## src/rtl/fp_acc_pkg.sv

```systemverilog
// Shared FP32 field widths, special encodings and FSM state type for fp_accumulator.
package fp_acc_pkg;

  localparam int SIGN_W  = 1;
  localparam int EXP_W   = 8;
  localparam int MANT_W  = 23;
  localparam int BIAS    = 127;
  localparam int EXP_MAX = 2 * BIAS + 1;

  // Significand with hidden bit, then extended by guard, round and sticky.
  localparam int SIG_W     = MANT_W + 1;
  localparam int EXT_W     = SIG_W + 3;
  localparam int SHIFT_MAX = EXT_W - 1;

  localparam logic [31:0] POS_ZERO = 32'h0000_0000;
  localparam logic [31:0] POS_INF  = 32'h7F80_0000;
  localparam logic [31:0] QNAN     = 32'h7FC0_0000;

  typedef enum logic [2:0] {
    IDLE  = 3'd0,
    ALIGN = 3'd1,
    ADD   = 3'd2,
    NORM  = 3'd3,
    DONE  = 3'd4
  } state_e;

endpackage

```

## src/rtl/fp_lzc.sv

```systemverilog
// 27-bit combinational leading-zero counter; an all-zero input returns 27.
module fp_lzc
  import fp_acc_pkg::*;
(
  input  logic [EXT_W-1:0] value,
  output logic [4:0]       count
);

  // Ascending scan: the last hit is the most significant set bit.
  always_comb begin
    count = 5'(EXT_W);
    for (int i = 0; i < EXT_W; i++) begin
      if (value[i]) count = 5'(EXT_W - 1 - i);
    end
  end

endmodule

```

## src/rtl/fp_accumulator.sv

```systemverilog
// Multi-cycle FP32 accumulator: IDLE -> ALIGN -> ADD -> NORM per term, DONE after the last.
// Define FP_ACC_ROUND_NEAREST_EN for round-to-nearest-even; the default build truncates.
module fp_accumulator
  import fp_acc_pkg::*;
(
  input  logic        clk,
  input  logic        rst,
  input  logic        in_valid,
  input  logic [31:0] in_data,
  input  logic        in_last,
  output logic        in_ready,
  output logic        acc_valid,
  output logic [31:0] acc_data,
  input  logic        out_ready
);

  // Handshake: a transfer happens on a rising edge where valid && ready are both high;
  // in_ready is high only in IDLE, and acc_valid holds with stable acc_data until out_ready.
  state_e state_q, state_n;

  logic [31:0]      term_q, acc_q, special_val_q;
  logic             last_q, special_q, sign_q, sub_q;
  logic [EXT_W-1:0] big_q, small_q;
  logic [EXP_W-1:0] exp_q;
  logic [EXT_W:0]   sum_q;
  logic             accept;

  assign in_ready  = (state_q == IDLE) && !rst;
  assign accept    = in_valid && in_ready;
  assign acc_valid = (state_q == DONE) && !rst;
  assign acc_data  = acc_valid ? acc_q : POS_ZERO;

  always_ff @(posedge clk) begin
    if (rst) state_q <= IDLE;
    else     state_q <= state_n;
  end

  always_comb begin
    state_n = state_q;
    case (state_q)
      IDLE:    if (accept) state_n = ALIGN;
      ALIGN:   state_n = ADD;
      ADD:     state_n = NORM;
      NORM:    state_n = last_q ? DONE : IDLE;
      DONE:    if (out_ready) state_n = IDLE;
      default: state_n = IDLE;
    endcase
  end

  // ALIGN: operand a is the running sum, operand b the captured term.
  logic [EXP_W-1:0]  ea, eb, big_exp, small_exp, exp_diff;
  logic [MANT_W-1:0] ma, mb;
  logic              a_nan, b_nan, a_inf, b_inf, a_ge_b, spec_nan, spec_any, res_sign;
  logic [30:0]       a_mag, b_mag;
  logic [SIG_W-1:0]  a_sig, b_sig, big_sig, small_sig;
  logic [EXT_W-1:0]  small_ext, small_al, lost_mask;
  logic [31:0]       spec_val;

  assign ea = acc_q[30:23];
  assign eb = term_q[30:23];
  assign ma = acc_q[MANT_W-1:0];
  assign mb = term_q[MANT_W-1:0];

  assign a_nan = (ea == 8'hFF) && (ma != '0);
  assign b_nan = (eb == 8'hFF) && (mb != '0);
  assign a_inf = (ea == 8'hFF) && (ma == '0);
  assign b_inf = (eb == 8'hFF) && (mb == '0);

  assign spec_nan = a_nan || b_nan || (a_inf && b_inf && (acc_q[31] != term_q[31]));
  assign spec_any = spec_nan || a_inf || b_inf;
  assign spec_val = spec_nan ? QNAN :
                    a_inf    ? {acc_q[31], POS_INF[30:0]} : {term_q[31], POS_INF[30:0]};

  // Exponent 0 (zero or denormal) contributes nothing to magnitude or significand.
  assign a_mag = (ea == '0) ? 31'd0 : acc_q[30:0];
  assign b_mag = (eb == '0) ? 31'd0 : term_q[30:0];
  assign a_sig = (ea == '0) ? '0 : {1'b1, ma};
  assign b_sig = (eb == '0) ? '0 : {1'b1, mb};

  assign a_ge_b    = a_mag >= b_mag;
  assign big_sig   = a_ge_b ? a_sig : b_sig;
  assign small_sig = a_ge_b ? b_sig : a_sig;
  assign big_exp   = a_ge_b ? ea : eb;
  assign small_exp = a_ge_b ? eb : ea;
  assign res_sign  = a_ge_b ? acc_q[31] : term_q[31];
  assign exp_diff  = big_exp - small_exp;

  always_comb begin
    small_ext = {small_sig, 3'b000};
    lost_mask = ~({EXT_W{1'b1}} << exp_diff);
    if (exp_diff >= EXP_W'(SHIFT_MAX))
      small_al = {{(EXT_W-1){1'b0}}, |small_sig};
    else
      small_al = (small_ext >> exp_diff) | {{(EXT_W-1){1'b0}}, |(small_ext & lost_mask)};
  end

  // NORM: carry-out shifts right once, otherwise shift left by the leading-zero count.
  logic [4:0]         lz;
  logic [EXT_W-1:0]   norm_val;
  logic [SIG_W-1:0]   n_sig;
  logic [SIG_W:0]     rounded;
  logic [MANT_W-1:0]  mant;
  logic               round_up;
  logic signed [9:0]  exp_n, exp_f;
  logic [31:0]        norm_result;

  fp_lzc u_lzc (
    .value (sum_q[EXT_W-1:0]),
    .count (lz)
  );

  always_comb begin
    if (sum_q[EXT_W]) begin
      norm_val = {sum_q[EXT_W:2], |sum_q[1:0]};
      exp_n    = $signed({2'b00, exp_q}) + 10'sd1;
    end else begin
      norm_val = sum_q[EXT_W-1:0] << lz;
      exp_n    = $signed({2'b00, exp_q}) - $signed({5'b00000, lz});
    end
    n_sig = SIG_W'(norm_val >> 3);
`ifdef FP_ACC_ROUND_NEAREST_EN
    round_up = norm_val[2] & (norm_val[1] | norm_val[0] | norm_val[3]);
`else
    round_up = 1'b0;
`endif
    rounded = {1'b0, n_sig} + {{SIG_W{1'b0}}, round_up};
    exp_f   = exp_n + $signed({9'b0, rounded[SIG_W]});
    mant    = rounded[SIG_W] ? rounded[SIG_W-1:1] : rounded[MANT_W-1:0];
    if (special_q)
      norm_result = special_val_q;
    else if ((sum_q == '0) || (exp_n < 10'sd1))
      norm_result = POS_ZERO;
    else if (exp_f >= $signed(10'(EXP_MAX)))
      norm_result = {sign_q, POS_INF[30:0]};
    else
      norm_result = {sign_q, exp_f[EXP_W-1:0], mant};
  end

  always_ff @(posedge clk) begin
    if (rst) begin
      term_q        <= '0;
      last_q        <= 1'b0;
      acc_q         <= POS_ZERO;
      special_q     <= 1'b0;
      special_val_q <= '0;
      big_q         <= '0;
      small_q       <= '0;
      exp_q         <= '0;
      sign_q        <= 1'b0;
      sub_q         <= 1'b0;
      sum_q         <= '0;
    end else begin
      case (state_q)
        IDLE: begin
          if (accept) begin
            term_q <= in_data;
            last_q <= in_last;
          end
        end
        ALIGN: begin
          special_q     <= spec_any;
          special_val_q <= spec_val;
          big_q         <= {big_sig, 3'b000};
          small_q       <= small_al;
          exp_q         <= big_exp;
          sign_q        <= res_sign;
          sub_q         <= acc_q[31] ^ term_q[31];
        end
        ADD: begin
          if (sub_q) sum_q <= {1'b0, big_q - small_q};
          else       sum_q <= {1'b0, big_q} + {1'b0, small_q};
        end
        NORM:    acc_q <= norm_result;
        DONE:    if (out_ready) acc_q <= POS_ZERO;
        default: ;
      endcase
    end
  end

endmodule

```

## config.mk

```make
export PLATFORM = sky130hd
export DESIGN_NAME = fp_accumulator
export DESIGN_NICKNAME = d
export VERILOG_FILES = /design/src/rtl/fp_acc_pkg.sv /design/src/rtl/fp_lzc.sv /design/src/rtl/fp_accumulator.sv
export SDC_FILE = /design/constraint.sdc
export NUM_CORES = 1
export LEC_CHECK = 0
export CAP_MARGIN = 5
export CORE_ASPECT_RATIO = 0.9
export CORE_MARGIN = 4
export CORE_UTILIZATION = 55
export DETAILED_ROUTE_END_ITERATION = 10
export PLACE_DENSITY = 0.77
export SETUP_SLACK_MARGIN = 0.2
export SLEW_MARGIN = 10
export SYNTH_ARGS = -nofsm -noshare
export SYNTH_HDL_FRONTEND = slang
export SYNTH_HIERARCHICAL = 1
export SYNTH_SLANG_ARGS = --single-unit
export TNS_END_PERCENT = 100
```

## constraint.sdc

```tcl
create_clock -name clk -period 5.6 [get_ports clk]
set_clock_uncertainty 0.15 [all_clocks]
set_input_delay 1.4 -clock clk [delete_from_list [all_inputs] [get_ports clk]]
set_output_delay 1.4 -clock clk [all_outputs]
set_load 0.005 [all_outputs]
```

[After elaboration in Yosys (flattened, before gate mapping)]
Index checks and enable logic that the tools add are counted.
Word-level totals
  register bits after elaboration: 190
  output and inout bits: 34
  word-level logic and storage cells: 119
  input port bits: 37
Cells by class
  add/sub/neg operators: 5
  multiplexer cells: 52
  shift-type cells: 3
  bitwise gates (word level): 4
  reduce and logical (&&, ||, !) cells: 30
  magnitude comparators: 4
  equality and inequality tests: 9
Operator list (count)
  32-bit two-way mux: 6
  24-bit two-way mux: 4
  31-bit two-way mux: 3
  5-bit two-way mux: 16
  32-bit case mux with 2 select lines: 1
  23-bit logical NOT: 2
  23-bit nonzero test: 2
  4-bit two-way mux: 8
  31-bit greater-or-equal comparator: 1
  27-bit by 27-bit adder with 28-bit output: 1
  28-bit logical NOT: 1
  28-bit two-way mux: 1
  27-bit bitwise AND: 1
  27-bit two-way mux: 1
  27-bit inverter: 1
  27-bit by 1-bit OR with 27-bit output: 1
  27-bit OR reduction: 1
  27-bit by 5-bit << shifter with 26-bit output: 1
  27-bit by 8-bit << shifter with 27-bit output (first input constant): 1
  27-bit by 8-bit >> shifter with 27-bit output: 1
  27-bit subtractor: 1
  26-bit two-way mux: 1
  24-bit OR reduction: 1
  8-bit equality test (second input constant): 2
  other kinds (26): 48

[Longest topological paths before layout]
Gate-level depths: netlist of the first run.
  word-level depth: 34
  gate-level depth with buffers: 31
  depth with buffers taken out: 22

[By module]
The synthesis of the first run kept the hierarchy.
Modules (own cells, without submodules)
  fp_accumulator: cells each 1994, seq. area each 3223.1 µm², area an instance 14241.2 µm², times used 1
  fp_lzc: cells each 51, seq. area each 0.0 µm², area an instance 277.8 µm², times used 1

[Worst setup path before layout of the first run]
OpenSTA, ideal clock, no wires.
  kind: register to register
  from: register term_q[30]
  to: register small_q[0]
  cell stages (with the launch flop): 31
  path buffers: 9
  path slack: -338 ps
  period minus slack after synthesis: 5938 ps
  arrival time: 5664 ps
  setup time: 124 ps
  required time: 5326 ps
  path through: dfxtp_1 clkbuf_1 nor4_1 nand2_1 clkbuf_1 clkbuf_1 buf_1 nand2_1 ha_1 nand2_1 nor4_4 nand2_2 a311o_4 nand2_2 buf_4 clkbuf_1 buf_1 mux2i_1 ha_1 nand2_1 o31ai_1 o21bai_1 o211ai_2 or4_1 and3_1 buf_6 buf_6 o211ai_1 nand3_1 nor4_1 a21oi_1
Between the ends
  word-level cells in the longest chain between the ends: 11
  elaborated cells between the ends (all ways): 17
  classes of those cells: add/sub (1); order compare (2); shift (2); mux (6); bitwise (3); reduce/logical (3)
RTL lines
  from (decl): RTL line fp_accumulator.sv:21  | logic [31:0] term_q, acc_q, special_val_q;
  from (signal assigned): RTL line fp_accumulator.sv:156  | term_q <= in_data;
  8-bit logical NOT: RTL line fp_accumulator.sv:76, fp_accumulator.sv:78
  31-bit two-way mux: RTL line fp_accumulator.sv:76  | assign b_mag = (eb == '0) ? 31'd0 : term_q[30:0];
  31-bit greater-or-equal comparator: RTL line fp_accumulator.sv:80  | assign a_ge_b = a_mag >= b_mag;
  8-bit two-way mux (on tied branches): RTL line fp_accumulator.sv:83, fp_accumulator.sv:84
  8-bit subtractor: RTL line fp_accumulator.sv:86  | assign exp_diff = big_exp - small_exp;
  27-bit by 8-bit << shifter with 27-bit output: RTL line fp_accumulator.sv:90  | lost_mask = ~({EXT_W{1'b1}} << exp_diff);
  27-bit inverter: RTL line fp_accumulator.sv:90
  27-bit bitwise AND: RTL line fp_accumulator.sv:94  | small_al = (small_ext >> exp_diff) | {{(EXT_W-1){1'b0}}, |(small_ext & lost_mask)};
  27-bit OR reduction: RTL line fp_accumulator.sv:94
  27-bit by 1-bit OR with 27-bit output: RTL line fp_accumulator.sv:94
  27-bit two-way mux (*): RTL line fp_accumulator.sv:91  | if (exp_diff >= EXP_W'(SHIFT_MAX))
  to (signal assigned): RTL line fp_accumulator.sv:164  | small_q <= small_al;
  to (decl): RTL line fp_accumulator.sv:23  | logic [EXT_W-1:0] big_q, small_q;
Every way passes the cells marked *; elsewhere a longest branch is shown, timed or not.
A chain may end at the register's enable or synchronous reset.

[Final worst setup path of the first run]
  from: register acc_q[29]
  to: register small_q[0]
Between the ends
  word-level cells in the longest chain between the ends: 11
  elaborated cells between the ends (all ways): 17
  classes of those cells: add/sub (1); order compare (2); shift (2); mux (6); bitwise (3); reduce/logical (3)
RTL lines
  from (decl): RTL line fp_accumulator.sv:21
  from (signal assigned): RTL line fp_accumulator.sv:173  | NORM: acc_q <= norm_result;
  8-bit logical NOT: RTL line fp_accumulator.sv:75, fp_accumulator.sv:77
  31-bit two-way mux: RTL line fp_accumulator.sv:75  | assign a_mag = (ea == '0) ? 31'd0 : acc_q[30:0];
  31-bit greater-or-equal comparator: RTL line fp_accumulator.sv:80
  8-bit two-way mux (on tied branches): RTL line fp_accumulator.sv:83, fp_accumulator.sv:84
  8-bit subtractor: RTL line fp_accumulator.sv:86
  27-bit by 8-bit << shifter with 27-bit output: RTL line fp_accumulator.sv:90
  27-bit inverter: RTL line fp_accumulator.sv:90
  27-bit bitwise AND: RTL line fp_accumulator.sv:94
  27-bit OR reduction: RTL line fp_accumulator.sv:94
  27-bit by 1-bit OR with 27-bit output: RTL line fp_accumulator.sv:94
  27-bit two-way mux (*): RTL line fp_accumulator.sv:91
Marked as above.

==> flow_summary.json, run 1 <==
{
  "ys_seq_elements": 161,
  "async_reset_ff_share_pct": 0,
  "critPathRequiredTime_ns": 5.79,
  "crit_slowest_cell": "or4_1",
  "synthesis.area_mm2": 0.01452,
  "startpoint": "acc_q[29]$_SDFFE_PP0P_",
  "whs_ns": 0.3217,
  "drive_above_1_share_pct": 9.047,
  "hold_viol": 0,
  "cp_max_fo": 7,
  "routedWlPerCell_um": 21.18,
  "grt.total_usage_pct": 33.66,
  "syn2layout_area_growth_pct": 13.13,
  "setup_tns_ns": 0,
  "clkTransAtPathRegs_ns": 0.08,
  "r2r_start": "acc_q[29]$_SDFFE_PP0P_",
  "die_height_um": 162.1,
  "place_congestion": 1.028,
  "min_to": "last_q$_SDFFE_PP0P_",
  "dr_wl_met2_mm": 21.67,
  "clock-sinks": 161,
  "peakVddDrop_uv": 224.6,
  "yosys_warnings": 6,
  "max_slew_margin_pct": 43.13,
  "path_buf_inv": 2,
  "total_leakage_power_nw": 6.547,
  "mostFrequentLayoutCells": "nand2_1 (277), nor2_1 (243), dfxtp_1 (161)",
  "gr-total-overflow": 0,
  "synth_top_area_share_pct": 22.20,
  "final_common_cell": "nand2_1",
  "cellPowerDensity_mw_per_mm2": 337.3,
  "max_cap_viol_count": 0,
  "post-route-period-util_pct": 93.44,
  "syn_inst": 2045,
  "vias": 15620,
  "antenna_cells": 0,
  "synth_area_leaders": "dfxtp_1 (22%), ha_1 (7.4%), nand2_1 (7.2%), nor2_1 (6.4%), a21oi_1 (5.5%)",
  "first_global_vias": 13760,
  "wl_met3_mm": 4.997,
  "setup-violations-final": 0,
  "die-area_mm2": 0.02907,
  "critical-path-top-delay-family": "simple AND/OR/NAND/NOR gates",
  "r2r_setup_slack_ns": 0.37,
  "grt_pass1_wl_mm": 78.18,
  "drtPass1Iterations": 7,
  "core-area_mm2": 0.02607,
  "drt-total-wl_mm": 50.91,
  "min_path_cells": 2,
  "crit_path_start_kind": "flop",
  "vias_per_cell": 6.496,
  "fin_area_mm2": 0.01643,
  "critPathCaptureType": "flop",
  "rr_worst_depth": 21,
  "synth.distinct_cells": 95,
  "fin_crit_ns": 5.232,
  "synth_edf_count": 0,
  "drt-initial-drc-count": 2397,
  "clk_path_buf_depth": 2,
  "numCtsBuffers": 17,
  "grt_max_degree": 67,
  "ant_nets": 0,
  "yosysTopAreaCell": "dfxtp_1",
  "synth_nets": 2170,
  "design_power_total_mw": 5.541,
  "worst_ep_arrival_time_ns": 5.42,
  "hold_class": "reg2reg",
  "fmax_ghz": 0.1911,
  "crit_path_max_incr_delay_ns": 0.55,
  "status": "completed",
  "synth-seq-area-share_pct": 22.20,
  "clock_latency_ns": 0.45,
  "worstReg2RegEnd": "small_q[0]$_SDFFE_PP0P_",
  "tritoncts": "done",
  "rows": 56,
  "synth_area_per_cell_um2": 7.100,
  "critical_path_class": "reg2reg",
  "final_nets": 2168,
  "rsz0062_at_grt": "false",
  "min_from": "last_q$_SDFFE_PP0P_",
  "worstPathCellList": "nor4_4 > nand2_4 > buf_12 > and2_2 > ha_1 > nand2_1 > o21a_2 > o31a_1 > a311o_4 > nand2_4 > mux2i_1 > ha_2 > a21oi_2 > buf_4 > xnor2_4 > nand2_1 > a311oi_2 > o221ai_1 > or4_1 > nor4_2 > a21oi_1",
  "antenna_found_initial": 1,
  "dpl.cell_count": 2359,
  "cts_max_level": 4,
  "met1_length_mm": 22.64,
  "ys.flop_type": "dfxtp_1",
  "die_width_um": 179.3,
  "io_buffers": 70,
  "placed_area_mm2": 0.01549,
  "hpwlAfterDp_mm": 37.84,
  "boundaryPins": 71,
  "worst-slew-pin-transition_ns": 0.8510,
  "route.detailed.drc": 0,
  "root_buffer": "clkbuf_16",
  "start_util_pct": 55.70,
  "slew_viol_final": 0,
  "final_cells": 2404,
  "top_layer": "met4"
}
-- state kept, by name (all words and copies together) (netlist names), 3 cells and up --
register and cells:
special_val_q 3, acc_q 32, small_q 27, big_q 24, state_q 3, sum_q 28, exp_q 8, term_q 32
-- repair_timing --
action | 4_1_cts | 5_1_grt
hold buffers | 0 | 0
endpoints found under the setup margin | 1 | 27
pin swaps | 1 | 5
gates resized for setup | 2 | 38
setup buffers | 3 | 7
cloned | 0 | 3
-- Yosys cell counts, drive strengths merged (9+ instances only) --
cell type and number:
a31oi 19, a22oi 34, xnor2 31, a311oi 16, o31ai 16, and2 54, nor2b 19, nand3 69
and3 9, xor2 12, nor3 50, nand2b 19, a2111oi 9, dfxtp 161, inv 85, a21o 15
ha 86, a22o 12, buf 39, mux2i 76, clkbuf 113, a21oi 161, mux4 11, mux2 16
o21ai 136, nor4 36, nand4 11, nand2 281, o211ai 12, a211oi 60, nor2 250, o22ai 9
-- worst max-delay path by stage --
stage                              endpoint  depth (start not counted)
floorplan           small_q[0]$_SDFFE_PP0P_                         29
global placement    small_q[0]$_SDFFE_PP0P_                         19
detailed placement  small_q[0]$_SDFFE_PP0P_                         19
CTS                 small_q[6]$_SDFFE_PP0P_                         24
global route        small_q[0]$_SDFFE_PP0P_                         19
finish              small_q[0]$_SDFFE_PP0P_                         21
-- worst reg2reg max path, delay by kind of cell, from the launching register on --
family,cells,cell delay [ns]
simple gates,8,1.89
compound gates,7,1.38
fa+ha+maj,2,0.54
buf+inv,2,0.35
flops,1,0.34
xor+xnor,1,0.26
mux,1,0.25
-- where the power goes --
group	internal, mW	switching [mW]
combinational	1.08	1.82
clock	0.709	0.581
sequential	1.22	0.126
total	3.01	2.53
-- metrics by stage --
| stage | utilization, % | setup WS (ns) |
|---|---|---|
| 2_1_floorplan | - | 0.2176 |
| 3_5_place_dp | 59.45 | 0.1622 |
| 4_1_cts | 62.00 | 0.1828 |
| 5_1_grt | 63.02 | 0.1470 |
| 3_3_place_gp | 59.45 | 0.1647 |
| 6_report | 63.02 | 0.3676 |
-- metal layers --
layer  GRT usage (%)  vias to the layer above
li1                -                     7317
met1           49.70                     7323
met2           50.41                      858
met3           5.818                      118
met4           9.553                        0
met5               0                        -
-- cells by family after synthesis --
| family | share of synthesized area [%] |
|---|---|
| compound gates | 26.09 |
| mux | 8.213 |
| xor+xnor | 2.904 |
| fa+ha+maj | 7.963 |
| simple gates | 26.17 |
| buf+inv | 6.463 |
| flops | 22.20 |
-- final cells by class --
class                   instances  area [µm²]
clock inverters                13       181.4
repair buffers                131        1270
multi-input cells            1646       10540
well taps                     348       435.4
clock buffers                  19       452.9
inverters                      86       322.8
flip-flops and latches        161        3223
fillers                      2408        9639
Note: power is estimated with default switching activity, not from simulation.
==> run 2: changes to the inputs <==
--- a/config.mk
+++ b/config.mk
@@ -8,9 +8,8 @@
 export CAP_MARGIN = 5
 export CORE_ASPECT_RATIO = 0.9
 export CORE_MARGIN = 4
-export CORE_UTILIZATION = 55
+export CORE_UTILIZATION = 25
 export DETAILED_ROUTE_END_ITERATION = 10
-export PLACE_DENSITY = 0.77
 export SETUP_SLACK_MARGIN = 0.2
 export SLEW_MARGIN = 10
 export SYNTH_ARGS = -nofsm -noshare
==> flow_summary.json, run 2 (synthesis results as in run 1) <==
{
  "status": "completed",
  "setup-violations-final": 0,
  "post-route-period-util_pct": 93.09,
  "clock_latency_ns": 0.47,
  "worst_ep_arrival_time_ns": 5.37,
  "hold_class": "reg2reg",
  "numCtsBuffers": 17,
  "start_util_pct": 25.37,
  "critical_path_class": "reg2reg",
  "mostFrequentLayoutCells": "nand2_1 (275), nor2_1 (244), dfxtp_1 (158)",
  "rows": 83,
  "grt.total_usage_pct": 17.65,
  "grt_max_degree": 76,
  "clkTransAtPathRegs_ns": 0.07,
  "fin_crit_ns": 5.213,
  "vias": 15460,
  "die_width_um": 262.0,
  "drt-initial-drc-count": 1648,
  "fmax_ghz": 0.1918,
  "drt-total-wl_mm": 56.56,
  "path_buf_inv": 2,
  "vias_per_cell": 5.461,
  "max_slew_margin_pct": 12.96,
  "io_buffers": 70,
  "cts_max_level": 4,
  "cp_max_fo": 28,
  "core-area_mm2": 0.05722,
  "critPathCaptureType": "flop",
  "tritoncts": "done",
  "setup_tns_ns": 0,
  "max_cap_viol_count": 0,
  "antenna_cells": 0,
  "crit_path_start_kind": "flop",
  "gr-total-overflow": 0,
  "place_congestion": 1.043,
  "die_height_um": 236.6,
  "grt_pass1_wl_mm": 86.02,
  "ant_nets": 0,
  "crit_slowest_cell": "a311o_4",
  "total_leakage_power_nw": 6.521,
  "path_depth": 23,
  "route.detailed.drc": 0,
  "final_common_cell": "nand2_1",
  "routedWlPerCell_um": 19.98,
  "critical-path-top-delay-family": "compound AO/OA/AOI/OAI gates",
  "boundaryPins": 71,
  "worst-slew-pin-transition_ns": 1.304,
  "clock-sinks": 161,
  "syn2layout_area_growth_pct": 16.21,
  "die-area_mm2": 0.06200,
  "rr_worst_depth": 23,
  "cellPowerDensity_mw_per_mm2": 325.8,
  "hpwlAfterDp_mm": 43.98,
  "critPathRequiredTime_ns": 5.76,
  "final_nets": 2178,
  "min_path_cells": 2,
  "hold_viol": 0,
  "drive_above_1_share_pct": 9.148,
  "clk_path_buf_depth": 2,
  "design_power_total_mw": 5.498,
  "root_buffer": "clkbuf_16",
  "drtPass1Iterations": 8,
  "rsz0062_at_grt": "true",
  "peakVddDrop_uv": 181.6,
  "antenna_found_initial": 0,
  "crit_path_max_incr_delay_ns": 0.43,
  "worstPathCellList": "nor4_2 > nand2_1 > buf_6 > and2_1 > ha_1 > nand4_1 > a21oi_2 > o221ai_2 > a311o_4 > nand2_4 > mux2i_1 > ha_1 > nand2_1 > o31ai_1 > o21bai_1 > o211ai_2 > mux2_2 > and3_1 > buf_6 > nor2_4 > a31o_2 > a222oi_1 > a211oi_1",
  "slew_viol_final": 0,
  "largestRegisters": "acc_q (32), term_q (32), sum_q (28)",
  "first_global_vias": 14140
}
run 2: cell count changes in the layout (fill, tap and decap cells not counted), sizes merged:
| cell | change |
|---|---|
| buf | +13 |
| clkbuf | -4 |
| clkinvlp | +3 |
| inv | -2 |
| bufinv | -1 |
| clkinv | +1 |
run 2: report_power, final:
group / internal [mW] / switching [mW] / total, mW
logic: 1.07 / 1.87 / 2.93
registers: 1.22 / 0.130 / 1.35
clock network: 0.637 / 0.579 / 1.22
total: 2.92 / 2.58 / 5.50
run 2: metrics by stage:
| step | hold slack (ns) | utilization, % | instances | instance area [µm²] | setup WS, ns |
|---|---|---|---|---|---|
| after floorplan | 0.2818 | - | 2045 | 14560 | 0.2176 |
| after global placement | 0.2920 | 28.20 | 2792 | 16140 | 0.1791 |
| after detailed placement | 0.3034 | 28.20 | 2792 | 16140 | 0.2128 |
| after CTS | 0.3129 | 29.25 | 2824 | 16740 | 0.2250 |
| after global routing | 0.3586 | 29.49 | 2831 | 16870 | 0.1811 |
| final | 0.3134 | 29.49 | 2831 | 16870 | 0.3869 |
run 2: path summary, 6_finish.rpt:
check / startpoint / to / slack [ns]
worst max-delay path: acc_q[29]$_SDFFE_PP0P_ / small_q[2]$_SDFFE_PP0P_ / 0.39
worst min-delay path: special_val_q[30]$_SDFFE_PP0P_ / special_val_q[30]$_SDFFE_PP0P_ / 0.31
worst max register to register: acc_q[29]$_SDFFE_PP0P_ / small_q[2]$_SDFFE_PP0P_ / 0.39
worst min register to register: special_val_q[30]$_SDFFE_PP0P_ / special_val_q[30]$_SDFFE_PP0P_ / 0.31
run 2: layout make-up:
class                           count  area (µm²)
Timing Repair Buffer              141        1280
Clock buffer                       18       429.2
Multi-Input combinational cell   1646       10490
Sequential cell                   161        3227
Tap cell                          765       957.2
Inverter                           86       322.8
Clock inverter                     14       170.2
Fill cell                        6209       40350
run 2: tightest hold or removal path, stage by stage (launching register included):
cell and delay [ns]:
dfxtp_1 0.30, inv_1 0.06, a21oi_1 0.06
run 2: repair_timing:
action | in CTS | in global routing
gates resized for setup | 1 | 25
hold buffers | 0 | 0
setup buffers | 0 | 7
setup endpoints to repair | 1 | 27
pin swaps | 0 | 7
run 2: per-layer routing:
layer	track usage, %	vias up	wire (µm)
li1	-	7344	-
met1	25.94	7301	26360
met2	26.16	713	23820
met3	3.764	102	4911
met4	4.409	0	1475
met5	0	-	0
